### src/rtl/irq_pkg.sv
// Shared definitions for the interrupt controller: state encoding, the default
// source count and the fixed-priority encoder.
package irq_pkg;

    localparam int N_SRC_DEF = 4;

    localparam logic [1:0] IDLE    = 2'b00;
    localparam logic [1:0] REQ     = 2'b01;
    localparam logic [1:0] SERVICE = 2'b10;

    typedef enum logic [1:0] {
        ST_IDLE    = IDLE,
        ST_REQ     = REQ,
        ST_SERVICE = SERVICE
    } irq_state_e;

    // Index of the lowest set bit; 0 when nothing is set.
    function automatic logic [3:0] prio_enc(input logic [15:0] v);
        logic [3:0] idx;
        idx = 4'd0;
        for (int i = 15; i >= 0; i--) begin
            if (v[i]) begin
                idx = 4'(i);
            end else begin
                idx = idx;
            end
        end
        return idx;
    endfunction

endpackage

### src/rtl/irq_ctrl_if.sv
// Request/acknowledge handshake between the interrupt controller (master)
// and the pipeline trap logic (slave).
interface irq_ctrl_if #(
    parameter int ID_W = $clog2(irq_pkg::N_SRC_DEF)
);
    logic            irq_req;
    logic [ID_W-1:0] irq_id;
    logic            trap_we;
    logic            in_service;
    logic            irq_ack;
    logic            eret;

    modport master (
        output irq_req, irq_id, trap_we, in_service,
        input  irq_ack, eret
    );

    modport slave (
        input  irq_req, irq_id, trap_we, in_service,
        output irq_ack, eret
    );
endinterface

### src/rtl/irq_pend_bit.sv
// One interrupt source: rising-edge detector feeding a pending flop in which
// a new event beats a same-cycle clear.
module irq_pend_bit (
    input  logic clk,
    input  logic clrn,
    input  logic src,
    input  logic clr,
    output logic pend
);
    logic src_q_r;
    logic pend_r;
    logic rise_s;

    assign rise_s = src & ~src_q_r;
    assign pend   = pend_r;

    // Sample history and pending state; set has priority over clear.
    always_ff @(posedge clk or negedge clrn) begin
        if (!clrn) begin
            src_q_r <= 1'b0;
            pend_r  <= 1'b0;
        end else begin
            src_q_r <= src;
            if (rise_s) begin
                pend_r <= 1'b1;
            end else if (clr) begin
                pend_r <= 1'b0;
            end else begin
                pend_r <= pend_r;
            end
        end
    end
endmodule

### src/rtl/irq_ctrl.sv
// Interrupt controller top: mask register, fixed-priority arbitration and the
// IDLE/REQ/SERVICE handshake FSM, one interrupt in service at a time.
module irq_ctrl
    import irq_pkg::*;
#(
    parameter int N_SRC = N_SRC_DEF,
    parameter int ID_W  = $clog2(N_SRC)
) (
    input  logic             clk,
    input  logic             clrn,
    input  logic [N_SRC-1:0] irq_src,
    input  logic             mask_we,
    input  logic [N_SRC-1:0] mask_d,
    input  logic             ie,
    irq_ctrl_if.master       bus,
    output logic [N_SRC-1:0] pending,
    output logic [N_SRC-1:0] mask
);
    irq_state_e      state_r;
    irq_state_e      state_s;
    logic [N_SRC-1:0] mask_r;
    logic [N_SRC-1:0] eligible_s;
    logic [N_SRC-1:0] clr_s;
    logic [ID_W-1:0]  irq_id_r;
    logic [ID_W-1:0]  id_s;
    logic [ID_W-1:0]  winner_s;
    logic             irq_req_r;
    logic             in_service_r;
    logic             trap_we_s;

    assign eligible_s = pending & mask_r & {N_SRC{ie}};
    assign winner_s   = ID_W'(prio_enc(16'(eligible_s)));
    assign trap_we_s  = bus.irq_ack & irq_req_r;

    for (genvar g = 0; g < N_SRC; g++) begin : g_src
        assign clr_s[g] = trap_we_s & (irq_id_r == ID_W'(g));

        irq_pend_bit u_pend (
            .clk  (clk),
            .clrn (clrn),
            .src  (irq_src[g]),
            .clr  (clr_s[g]),
            .pend (pending[g])
        );
    end

    // Mask register; reset leaves every source masked.
    always_ff @(posedge clk or negedge clrn) begin
        if (!clrn) begin
            mask_r <= {N_SRC{1'b0}};
        end else if (mask_we) begin
            mask_r <= mask_d;
        end else begin
            mask_r <= mask_r;
        end
    end

    // Next state and ID latch; an outstanding request keeps its ID even if a
    // higher-priority source arrives.
    always_comb begin
        state_s = state_r;
        id_s    = irq_id_r;
        case (state_r)
            ST_IDLE: begin
                if (|eligible_s) begin
                    state_s = ST_REQ;
                    id_s    = winner_s;
                end else begin
                    state_s = ST_IDLE;
                end
            end
            ST_REQ: begin
                if (bus.irq_ack) begin
                    state_s = ST_SERVICE;
                end else if (!ie || !mask_r[irq_id_r]) begin
                    state_s = ST_IDLE;
                end else begin
                    state_s = ST_REQ;
                end
            end
            ST_SERVICE: begin
                if (bus.eret) begin
                    state_s = ST_IDLE;
                end else begin
                    state_s = ST_SERVICE;
                end
            end
            default: begin
                state_s = ST_IDLE;
            end
        endcase
    end

    // State and registered handshake outputs.
    always_ff @(posedge clk or negedge clrn) begin
        if (!clrn) begin
            state_r      <= ST_IDLE;
            irq_id_r     <= {ID_W{1'b0}};
            irq_req_r    <= 1'b0;
            in_service_r <= 1'b0;
        end else begin
            state_r      <= state_s;
            irq_id_r     <= id_s;
            irq_req_r    <= (state_s == ST_REQ);
            in_service_r <= (state_s == ST_SERVICE);
        end
    end

    assign bus.irq_req    = irq_req_r;
    assign bus.irq_id     = irq_id_r;
    assign bus.in_service = in_service_r;
    assign bus.trap_we    = trap_we_s;
    assign mask           = mask_r;
endmodule
### src/flat_wrapper.sv
// flat-port wrapper written by rule: the top's interface ports become plain ports
module irq_ctrl_flat import irq_pkg::*;
#(
    parameter int N_SRC = N_SRC_DEF,
    parameter int ID_W  = $clog2(N_SRC)
)
  (clk, clrn, irq_src, mask_we, mask_d, ie, pending, mask, bus_irq_req, bus_irq_id, bus_trap_we, bus_in_service, bus_irq_ack, bus_eret);
  irq_ctrl_if #(.ID_W(ID_W)) bus_i ();
  input  logic clk;
  input  logic clrn;
  input  logic [N_SRC-1:0] irq_src;
  input  logic mask_we;
  input  logic [N_SRC-1:0] mask_d;
  input  logic ie;
  output logic [N_SRC-1:0] pending;
  output logic [N_SRC-1:0] mask;
  output wire logic [$bits(bus_i.irq_req)-1:0] bus_irq_req;
  output wire logic [$bits(bus_i.irq_id)-1:0] bus_irq_id;
  output wire logic [$bits(bus_i.trap_we)-1:0] bus_trap_we;
  output wire logic [$bits(bus_i.in_service)-1:0] bus_in_service;
  input wire logic [$bits(bus_i.irq_ack)-1:0] bus_irq_ack;
  input wire logic [$bits(bus_i.eret)-1:0] bus_eret;
  assign bus_irq_req = bus_i.irq_req;
  assign bus_irq_id = bus_i.irq_id;
  assign bus_trap_we = bus_i.trap_we;
  assign bus_in_service = bus_i.in_service;
  assign bus_i.irq_ack = bus_irq_ack;
  assign bus_i.eret = bus_eret;
  irq_ctrl #(.N_SRC(N_SRC), .ID_W(ID_W)) u_core (.clk(clk), .clrn(clrn), .irq_src(irq_src), .mask_we(mask_we), .mask_d(mask_d), .ie(ie), .bus(bus_i), .pending(pending), .mask(mask));
endmodule
### config.mk
export PLATFORM = sky130hd
export DESIGN_NAME = irq_ctrl_flat
export DESIGN_NICKNAME = d
export VERILOG_FILES = /design/src/rtl/irq_pkg.sv /design/src/rtl/irq_ctrl_if.sv /design/src/rtl/irq_pend_bit.sv /design/src/rtl/irq_ctrl.sv /design/src/flat_wrapper.sv
export SDC_FILE = /design/constraint.sdc
export NUM_CORES = 1
export LEC_CHECK = 0
export CAP_MARGIN = 5
export CORE_UTILIZATION = 45
export DETAILED_ROUTE_END_ITERATION = 16
export PLACE_DENSITY = 0.79
export SKIP_CTS_REPAIR_TIMING = 1
export SYNTH_ARGS = -nofsm -noshare
export SYNTH_HDL_FRONTEND = slang
export SYNTH_SLANG_ARGS = --single-unit
### constraint.sdc
create_clock -name clk -period 4 [get_ports clk]
set_input_delay 1 -clock clk [delete_from_list [all_inputs] [get_ports clk]]
set_output_delay 1 -clock clk [all_outputs]
set_load 0.1 [all_outputs]
# == Yosys cells after proc, flatten, opt, wreduce, memory -nomap -nowiden ==
# Cells that the tools add are included.
# word_totals
register_bits,18
in_bits,14
out_inout_bits,13
word_cells,66
# classes
magnitude_cmp,1
n_eq_ne,7
mux,19
bitwise_logic,15
reduce_logical,11
# ops
operator,count
2-bit 2-to-1 mux,6
1-bit 2-to-1 mux,11
1-bit AND,9
4-bit AND,2
2-bit equality test (second input constant),4
2-bit nonzero test,4
2-bit by 1-bit equality test with 1-bit output (second input constant),3
2-bit case mux with 3 select lines,1
2-bit logical NOT,2
1-bit inverter,4
4-bit OR reduction,1
2-bit by 3-bit less-than comparator with 1-bit output (second input constant),1
1-bit binary-select mux with 2-bit select,1
1-bit logical NOT,2
2-bit AND reduction,1
1-bit logical OR,1

# == Logic depth before layout (Yosys ltp) ==
# depth
ltp_word,8
ltp_mapped,5
ltp_nobuf,5

# == Hierarchy ==
# Synthesis repeated with hierarchy kept, for this count alone.
# hier_totals
cells_unflattened,63
hier_area_um2,798.3
# by_module_without_submodules
module,n_inst,cells_per_inst,area_each_um2,seq_area_each_um2
irq_ctrl,1,43,518.0,250.2
irq_pend_bit,4,5,70.1,50.0

# == Worst setup path after synthesis ==
# OpenSTA, ideal clock, no wires.
# synth_path
path_type,register to output
startpoint,"register u_core.irq_req_r, in the netlist u_core.bus.irq_req"
endpoint,output bus_trap_we
arrival_ps,1736
required_time_ps,3000
path_slack_ps,1264
stages_incl_launch_ff,3
path_buffers,0
path_cell_list,dfrtp_1 -> nand2_1 -> inv_1
# synth_between
elab_chain_cells,1
# synth_rtl
element,line_no,source
from (decl),irq_ctrl.sv:27,logic irq_req_r;
from (signal assigned),irq_ctrl.sv:104,irq_req_r <= (state_s == ST_REQ);
1-bit AND,irq_ctrl.sv:33,assign trap_we_s = bus.irq_ack & irq_req_r;
to (decl),flat_wrapper.sv:19,output wire logic [$bits(bus_i.trap_we)-1:0] bus_trap_we;
# No other way between the ends.

# == Worst setup path after layout ==
# layout_path
startpoint,input bus_irq_ack
endpoint,output bus_trap_we
# layout_between
elab_chain_cells,1
# layout_rtl
element,line_no,source
from (decl),flat_wrapper.sv:21,input wire logic [$bits(bus_i.irq_ack)-1:0] bus_irq_ack;
1-bit AND,irq_ctrl.sv:33,
# No other way between the ends.

==> metrics <==
Placed Instances=between 100 and 150; CP Max Fanout=3; fillers=129; Hold Path Stages=1; Final Setup Violations=0; CP required=3.00 ns; synthesized area=789.5 µm²; Synth Warn #=0; VDD IR-drop max=406.3 µV; Chip Height=43.89 µm; Initial Util=50.08%; vias per std cell=~5.3; clock buffer depth=2; max-cap violations=0; violated checks=design-rule violations; largest net degree at the start of global routing=19; P per Cell Area=777.5 nW/µm²; CTS tree=done; first-pass GRT wire length=2.339 mm; WL final=~1.4 mm; FF-to-FF End=u_core.bus.irq_id[0]$_DFFE_PN0P_; placed cell area=1037 µm²; hold path start=u_core.g_src[1].u_pend.src_q_r$_DFF_PN0_; Post-route DRC=2; synthesized netlist net count=79; DP Wirelength=1.051 mm; Horiz. Die Dim=43.89 µm; Synth Instances=65; Setup CP Type=in -> out; Synth Register Bits=18; final slew viol count=0; # port buffers=26; Post-synth EDFFs=0; Fin Hold WS=approximately 0.42 ns; Root Driver=clkbuf_4; gpl congestion=0.7062; worst endpoint data arrival time=1.98 ns; Pwr Total=about 0.83 mW; initial antenna violation count=0; Peak Freq=about 0.34 GHz; share of layout cells above drive strength 1=approximately a fifth; Setup crit end kind=output port; uppermost layer routed=met4; clock-pin slew on the worst setup and hold paths=0.09 ns; num rows=14; grt total ovfl=0; Worst setup SP type=input pin; r2r worst-path depth=4; total number of vias=around 560; Top-Level Pins=27; final instance area=1074 µm²; # diodes=0; Distinct cells, synth=19; Antenna Nets Post-Route=0; area delta synth->final=35.97%; Final min period=just under 3 ns; Async S/R FF share, synth=100.0%; 1st-iter DRT viols=9; CTS Buf Count=3; H-tree depth reported by CTS=1; most common cell after layout, fill and taps aside=clkdlybuf4s50_1; synthesized area per cell=12.15 µm²; Initial DRT Pass Iterations=10; top_reg_cell synth=dfrtp_1; post-layout util=68.10%; Reg2Reg Setup Slack=around 2.6 ns; Least-Margin Pin Slew=about 1 ns; insertion delay to the later sink of the worst-skew pair=0.28 ns; final hold violations=0; total die area=1926 µm²; WL met2=666 µm; pre-CTS setup slack=roughly 1 ns; final worst path period share=74.51%; met3 wire len=92 µm; Worst R2R Start=u_core.state_r[1]$_DFF_PN0_; Routed met1 length=597 µm; most frequent cells in the layout=clkdlybuf4s50_1 (25), dfrtp_1 (18), nand2_1 (9); Hold/Removal Path Class=reg -> reg; register area share after synthesis=between 50% and 60%; Lkg Pwr=0.4761 nW; Net count, final=106; RSZ-0062 raised after global routing=no; GR Util All Layers=16.52%; outcome=finished with violations; Core ar.=~1600 µm²; Non-Filler Instances=107; vias in the first global route=approximately 530; CTS Sinks=18; Max-slew headroom=34.91%; clock skew=0.003275 ns; Total Neg Setup Slack=0 ns; drt wl/cell=12.76 µm; final setup margin=1.020 ns; Endpoint, Worst Hold=u_core.g_src[1].u_pend.pend$_DFFE_PN0P_
## cell type report
class | instances | area, µm² | area share [%]
Clock buffer | 4 | 36.28 | 3.380
Tap cell | 16 | 20.02 | 1.865
Inverter | 7 | 26.28 | 2.448
Sequential cell | 18 | 450.4 | 41.96
Timing Repair Buffer | 26 | 257.7 | 24.01
Multi-Input combinational cell | 36 | 282.8 | 26.34
## critical path: stages
cell,delay [ns]
clkdlybuf4s50_1,0.50
nand2_1,0.10
inv_1,0.09
buf_4,0.29
## how the worst max path moves through the flow
stage / start / endpoint / slack, ns / depth (start not counted)
global route: bus_irq_ack / bus_trap_we / 0.96 / 4
global placement: bus_irq_ack / bus_trap_we / 1.03 / 4
finish: bus_irq_ack / bus_trap_we / 1.02 / 4
CTS: bus_irq_ack / bus_trap_we / 1.01 / 4
floorplan: u_core.bus.irq_req$_DFF_PN0_ / bus_trap_we / 1.26 / 2
detailed placement: bus_irq_ack / bus_trap_we / 1.03 / 4
## synthesized netlist by cell type (all sizes together) (2+ instances only)
| cell type | n | area share (%) |
|---|---|---|
| o31ai | 2 | 1.9 |
| nand2 | 9 | 4.3 |
| inv | 7 | 3.3 |
| mux2 | 5 | 7.6 |
| a21oi | 2 | 1.3 |
| dfrtp | 18 | 57 |
| o21ai | 8 | 5.1 |
| a21o | 2 | 1.9 |
| buf | 4 | 3.8 |
## cell families after synthesis
| family | count (synthesis) | share of synthesized area (%) |
|---|---|---|
| multiplexers | 6 | 10.46 |
| AO/OA/AOI/OAI | 17 | 16.80 |
| AND/OR/NAND/NOR | 13 | 8.556 |
| flip-flops | 18 | 57.05 |
| buffers and inverters | 11 | 7.131 |
## state kept, by name, summed over array words and instances (netlist names)
register                     flops
u_core.mask                      4
u_core.bus.in_service            1
u_core.g_src.u_pend.src_q_r      4
u_core.bus.irq_id                2
u_core.bus.irq_req               1
u_core.state_r                   2
u_core.g_src.u_pend.pend         4
## per-layer routing
| layer | up-vias | global-route usage, % |
|---|---|---|
| met2 | 21 | 25.37 |
| met4 | 0 | 5.455 |
| met5 | - | 0 |
| li1 | 270 | - |
| met1 | 269 | 24.12 |
| met3 | 2 | 2.500 |
## power by group
part | leakage (nW) | internal, mW | switching, mW
sequential | 0.208 | 0.224 | 0.0498
clock | 0.0210 | 0.0553 | 0.0514
combinational | 0.247 | 0.126 | 0.328
No activity file was read; power rests on OpenSTA's default activity.
